`src/rtl/sensor_conditioner.sv`:
```
// Conditions raw PIR, LDR, temperature and keypad inputs into clean level signals.
// Define LOCKOUT_EN to add a consecutive-fail counter and a timed keypad lockout.
module sensor_conditioner #(
    parameter int          ADC_W         = 10,
    parameter int          DEBOUNCE_CYC  = 16,
    parameter int          PIR_HOLD_CYC  = 1000,
    parameter int          DARK_ON       = 300,
    parameter int          DARK_OFF      = 350,
    parameter int          TEMP_ON       = 600,
    parameter int          TEMP_OFF      = 560,
    parameter logic [15:0] AUTH_CODE     = 16'h1234,
    parameter int          ENTRY_TMO_CYC = 5000,
    parameter int          AUTH_HOLD_CYC = 10000,
    parameter int          LOCKOUT_CYC   = 50000
) (
    input  logic             clk,
    input  logic             rst,
    input  logic             pirRaw,
    input  logic             ldrValid,
    input  logic [ADC_W-1:0] ldrLevel,
    input  logic             tempValid,
    input  logic [ADC_W-1:0] tempLevel,
    input  logic             keyValid,
    input  logic [3:0]       keyDigit,
    output logic             pir,
    output logic             isDark,
    output logic             tempHigh,
    output logic             authorized,
    output logic             authFail,
    output logic [2:0]       auth_state
);

    localparam logic [2:0] IDLE    = 3'd0;
    localparam logic [2:0] D1      = 3'd1;
    localparam logic [2:0] D2      = 3'd2;
    localparam logic [2:0] D3      = 3'd3;
    localparam logic [2:0] GRANTED = 3'd4;
`ifdef LOCKOUT_EN
    localparam logic [2:0] LOCKOUT = 3'd5;
`endif

    localparam int DB_W   = (DEBOUNCE_CYC > 1) ? $clog2(DEBOUNCE_CYC) : 1;
    localparam int HOLD_W = $clog2(PIR_HOLD_CYC + 1);
    localparam logic [DB_W-1:0]   DB_LAST  = DB_W'(DEBOUNCE_CYC - 1);
    localparam logic [HOLD_W-1:0] PIR_LOAD = HOLD_W'(PIR_HOLD_CYC);

    localparam logic [ADC_W-1:0] DARK_ON_V  = ADC_W'(DARK_ON);
    localparam logic [ADC_W-1:0] DARK_OFF_V = ADC_W'(DARK_OFF);
    localparam logic [ADC_W-1:0] TEMP_ON_V  = ADC_W'(TEMP_ON);
    localparam logic [ADC_W-1:0] TEMP_OFF_V = ADC_W'(TEMP_OFF);

    // One timer serves entry timeout, grant hold and lockout; the states never overlap.
    localparam int TMR_MAX = (AUTH_HOLD_CYC > ENTRY_TMO_CYC)
        ? ((AUTH_HOLD_CYC > LOCKOUT_CYC) ? AUTH_HOLD_CYC : LOCKOUT_CYC)
        : ((ENTRY_TMO_CYC > LOCKOUT_CYC) ? ENTRY_TMO_CYC : LOCKOUT_CYC);
    localparam int TMR_W = $clog2(TMR_MAX + 1);
    localparam logic [TMR_W-1:0] TMO_LAST  = TMR_W'(ENTRY_TMO_CYC - 1);
    localparam logic [TMR_W-1:0] HOLD_LOAD = TMR_W'(AUTH_HOLD_CYC);
`ifdef LOCKOUT_EN
    localparam logic [TMR_W-1:0] LOCK_LOAD = TMR_W'(LOCKOUT_CYC);
`endif

    logic              sync1, sync2, pir_stable, pir_accept;
    logic [DB_W-1:0]   db_cnt;
    logic [HOLD_W-1:0] hold_cnt;

    logic [2:0]        state;
    logic [11:0]       code;
    logic [TMR_W-1:0]  timer;
    logic              digit_ok;
`ifdef LOCKOUT_EN
    logic [1:0]        fails;
`endif

    assign pir_accept = (sync2 != pir_stable) && (db_cnt == DB_LAST);

    always_ff @(posedge clk) begin
        if (rst) begin
            sync1      <= 1'b0;
            sync2      <= 1'b0;
            pir_stable <= 1'b0;
            db_cnt     <= '0;
            hold_cnt   <= '0;
        end else begin
            sync1 <= pirRaw;
            sync2 <= sync1;
            if (sync2 == pir_stable) begin
                db_cnt <= '0;
            end else if (pir_accept) begin
                db_cnt     <= '0;
                pir_stable <= sync2;
            end else begin
                db_cnt <= db_cnt + 1'b1;
            end
            if (pir_accept && !sync2) begin
                hold_cnt <= PIR_LOAD;
            end else if (pir_accept && sync2) begin
                hold_cnt <= '0;
            end else if (hold_cnt != '0) begin
                hold_cnt <= hold_cnt - 1'b1;
            end
        end
    end

    assign pir = pir_stable | (hold_cnt != '0);

    always_ff @(posedge clk) begin
        if (rst) begin
            isDark   <= 1'b0;
            tempHigh <= 1'b0;
        end else begin
            if (ldrValid) begin
                if (!isDark && ldrLevel < DARK_ON_V) isDark <= 1'b1;
                else if (isDark && ldrLevel > DARK_OFF_V) isDark <= 1'b0;
            end
            if (tempValid) begin
                if (tempLevel >= TEMP_ON_V) tempHigh <= 1'b1;
                else if (tempLevel <= TEMP_OFF_V) tempHigh <= 1'b0;
            end
        end
    end

    assign digit_ok = keyValid && (keyDigit != 4'hF);

    always_ff @(posedge clk) begin
        if (rst) begin
            state    <= IDLE;
            code     <= '0;
            timer    <= '0;
            authFail <= 1'b0;
`ifdef LOCKOUT_EN
            fails    <= '0;
`endif
        end else begin
            authFail <= 1'b0;
            case (state)
                IDLE: begin
                    timer <= '0;
                    if (digit_ok) begin
                        code  <= {code[7:0], keyDigit};
                        state <= D1;
                    end
                end
                D1, D2, D3: begin
                    if (keyValid) begin
                        timer <= '0;
                        if (keyDigit == 4'hF) begin
                            state <= IDLE;
                        end else if (state != D3) begin
                            code  <= {code[7:0], keyDigit};
                            state <= state + 3'd1;
                        end else if ({code, keyDigit} == AUTH_CODE) begin
                            state <= GRANTED;
                            timer <= HOLD_LOAD;
`ifdef LOCKOUT_EN
                            fails <= '0;
`endif
                        end else begin
                            authFail <= 1'b1;
`ifdef LOCKOUT_EN
                            if (fails == 2'd2) begin
                                state <= LOCKOUT;
                                timer <= LOCK_LOAD;
                                fails <= '0;
                            end else begin
                                state <= IDLE;
                                fails <= fails + 2'd1;
                            end
`else
                            state <= IDLE;
`endif
                        end
                    end else if (timer == TMO_LAST) begin
                        state <= IDLE;
                        timer <= '0;
                    end else begin
                        timer <= timer + 1'b1;
                    end
                end
                GRANTED: begin
                    // The cycle the hold count would reach zero is the first one with authorized low.
                    if ((keyValid && keyDigit == 4'hF) || timer <= TMR_W'(1)) begin
                        state <= IDLE;
                        timer <= '0;
                    end else begin
                        timer <= timer - 1'b1;
                    end
                end
`ifdef LOCKOUT_EN
                LOCKOUT: begin
                    if (timer <= TMR_W'(1)) begin
                        state <= IDLE;
                        timer <= '0;
                        fails <= '0;
                    end else begin
                        timer <= timer - 1'b1;
                    end
                end
`endif
                default: begin
                    state <= IDLE;
                    timer <= '0;
                end
            endcase
        end
    end

    assign authorized = (state == GRANTED);
    assign auth_state = state;

endmodule

```
`config.mk`:
```
export PLATFORM = sky130hd
export DESIGN_NAME = sensor_conditioner
export DESIGN_NICKNAME = d
export VERILOG_FILES = /design/src/rtl/sensor_conditioner.sv
export SDC_FILE = /design/constraint.sdc
export NUM_CORES = 1
export LEC_CHECK = 0
export CAP_MARGIN = 5
export CELL_PAD_IN_SITES_DETAIL_PLACEMENT = 1
export CELL_PAD_IN_SITES_GLOBAL_PLACEMENT = 2
export CORE_ASPECT_RATIO = 0.5
export CORE_MARGIN = 4
export CORE_UTILIZATION = 31
export DETAILED_ROUTE_END_ITERATION = 16
export GPL_TIMING_DRIVEN = 0
export PLACE_DENSITY = 0.78
export SLEW_MARGIN = 40
export SYNTH_ARGS = -nofsm -noshare
export SYNTH_HDL_FRONTEND = slang
export SYNTH_SLANG_ARGS = --single-unit
```
`constraint.sdc`:
```
create_clock -name clk -period 2.31 [get_ports clk]
set_clock_uncertainty 0.15 [all_clocks]
set_input_delay 0.3465 -clock clk [delete_from_list [all_inputs] [get_ports clk]]
set_output_delay 0.3465 -clock clk [all_outputs]
set_load 0.05 [all_outputs]
```
==> results.json <==
{
  "io_pins": 38,
  "power.share.combinational_pct": 31.5,
  "syn_area_um2": 2990,
  "cts_tree": "done",
  "maxCapViolCount": 0,
  "grt_pass1_vias": 2966,
  "die_area_um2": 11400,
  "mostFrequentLayoutCell": "dfxtp_1",
  "ys_ff_latch": 51,
  "n_antenna_cell": 0,
  "arrival_ps": 1770,
  "yosysWarningCount": 0,
  "vias_per_cell": 5.32,
  "synth_edf_count": 0,
  "port-buffer-count": 37,
  "report.final.hold_viol_count": 0,
  "final-seq-area_um2": 1030,
  "period_share_pct": 98.3,
  "ys_types": 73,
  "finalNonFillerCells": 528,
  "critPathMaxFanout": 4,
  "overflow": 0,
  "drt_iter0_drc": 167,
  "cts_max_level": 2,
  "dr.pass1.iters": 4,
  "worst_slew_pin_slew_ps": 538,
  "via_count": 2807,
  "fin_crit_ps": 2270,
  "drt-total-wl_um": 8460,
  "drive_above_1_share_pct": 15.8,
  "area_growth_pct": 25.6,
  "syn-num-nets": 384,
  "peakVddDrop_mv": 0.286,
  "relSlewSlack_pct": 63.9,
  "mostFrequentLayoutCells": "44 x dfxtp_1, 42 x nor2_1, 34 x clkdlybuf4s50_1",
  "post_dp_cell_area_um2": 3540,
  "drc": 0,
  "clock_path_buffers": 2,
  "crit_type": "flip-flop to output port",
  "start_util_pct": 31.8,
  "netSwitchingFraction_pct": 32.4,
  "fp-row-count": 25,
  "hp-class": "flip-flop to flip-flop",
  "grt_pass1_wl_um": 14400,
  "fin_area_um2": 3760,
  "path_clk_slew_ps": 70,
  "clk_latency_ps": 290,
  "clockRootBuffer": "clkbuf_16",
  "synth-main-ff-cell": "dfxtp_1",
  "p_seq_share_pct": 39.4,
  "syn_inst": 345,
  "required_ps": 1810,
  "ant_nets": 0,
  "cts_buffers": 5,
  "wl_per_cell_um": 16.0,
  "gr-usage-all-layers_pct": 15.3,
  "rsz0062_at_grt": "yes",
  "p_sw_w": 0.000842,
  "hpwl_um": 6500,
  "p_per_area_nw_per_um2": 692,
  "n_fill_cell": 1100,
  "status": "complete, no violations",
  "clkPwrFrac_pct": 29.1,
  "cp-end-kind": "output port",
  "ys_seq_area_share_pct": 34.1,
  "async_flop_share_pct": 0,
  "die-width_um": 147,
  "final-max-slew-violation-count": 0,
  "gp_congestion": 0.888,
  "clock_sinks": 51,
  "syn-mean-instance-area_um2": 8.67,
  "grt_max_degree": 18,
  "core_area_um2": 9420,
  "final_nets": 431,
  "dp_cells": 517,
  "cp-start-kind": "flip-flop",
  "multi_input_area_um2": 1840,
  "fmax_mhz": 440,
  "setup_viol": 0,
  "setup_ws_ps": 38.5,
  "internal-power_w": 0.00176,
  "die_h_um": 77.5,
  "antenna_found_initial": 0,
  "pre_cts_slack_ps": -463,
  "p_leak_nw": 1.40
}
==> final timing paths <==
path,startpoint,to,cells past startpoint,slack [ps]
worst max-delay path,hold_cnt[0],pir,6,40
worst min-delay path,tempHigh,tempHigh,2,300
worst max register to register,auth_state[0],timer[14],6,120
worst min register to register,tempHigh,tempHigh,2,300
==> synthesized netlist by cell type, drive strengths merged, types with 5 or more instances <==
library cell / instances / area share, %
clkbuf: 10 / 2.3
and2: 5 / 1.1
nor4: 5 / 1.8
buf: 6 / 1.6
o21ai: 8 / 1.3
a21oi: 14 / 2.3
nor3: 20 / 4.2
mux2i: 14 / 4.7
ha: 9 / 3.8
nor2: 42 / 5.3
and4: 7 / 2.3
dfxtp: 51 / 34
nand2: 26 / 3.3
nand3: 11 / 2.0
nand4: 8 / 1.9
inv: 15 / 1.9
or4: 5 / 1.3
xnor2: 15 / 4.4
==> flip-flops by register name, indices dropped and copies added (netlist names) <==
signal      flops
auth_state      3
pir_stable      1
tempHigh        1
isDark          1
timer          16
sync2           1
hold_cnt       10
db_cnt          4
sync1           1
authFail        1
code           12
==> layout make-up <==
class / count / area share (%)
Inverter: 15 / 1.50
Clock buffer: 5 / 3.33
Sequential cell: 51 / 27.5
Clock inverter: 3 / 0.599
Multi-Input combinational cell: 263 / 49.0
Buffer: 16 / 3.16
Timing Repair Buffer: 40 / 10.4
Tap cell: 135 / 4.49
==> power by group through the flow <==
stage / combinational, W / sequential, W / clock (W)
global route: 0.000915 / 0.00104 / 0.000819
floorplan: 0.000531 / 0.00104 / 0
finish: 0.000820 / 0.00103 / 0.000756
global placement: 0.000717 / 0.00103 / 0
CTS: 0.000784 / 0.00102 / 0.000781
detailed placement: 0.000736 / 0.00104 / 0
==> logic make-up (layout without fill, tap and decap cells) <==
| family | after synthesis | after routing | synth area share, % |
|---|---|---|---|
| multiplexers | 15 | 15 | 5.06 |
| XOR/XNOR | 19 | 19 | 5.56 |
| buffers and inverters | 31 | 79 | 5.81 |
| flip-flops | 51 | 51 | 34.1 |
| AO/OA/AOI/OAI | 67 | 67 | 16.2 |
| adder cells (fa/ha/maj) | 9 | 9 | 3.76 |
| AND/OR/NAND/NOR | 153 | 153 | 29.5 |
==> worst max-delay path: stages, from the launching register on <==
cell	delay [ps]
dfxtp_2	330
inv_2	70
ha_4	140
or4b_4	480
nor3_4	210
nand2b_1	90
buf_6	160
==> through the flow <==
step | power (W) | TNS (ps) | hold slack, ps | util, %
finish | 0.00260 | 0 | 303 | 39.9
global route | 0.00277 | -60.0 | 321 | 39.9
CTS | 0.00259 | 0 | 307 | 39.5
detailed placement | 0.00177 | -4890 | 293 | 37.6
global placement | 0.00175 | -4410 | 276 | 37.6
floorplan | 0.00157 | -4.63 | 264 | -
==> per-layer routing <==
metal,part of all wire [%],vias to the layer above,global-route usage (%)
met2,51,43,27.8
met3,3.0,12,3.15
met1,45,1381,18.4
met4,1.5,0,4.28
li1,-,1371,-
met5,0,-,0
==> what timing repair did <==
item,4_1_cts,5_1_grt
endpoints found under the setup margin,14,13
resized for setup,17,10
pin swaps,2,1
buffers inserted,0,3
hold buffers,0,0
Note: power is estimated with default switching activity, not from simulation.
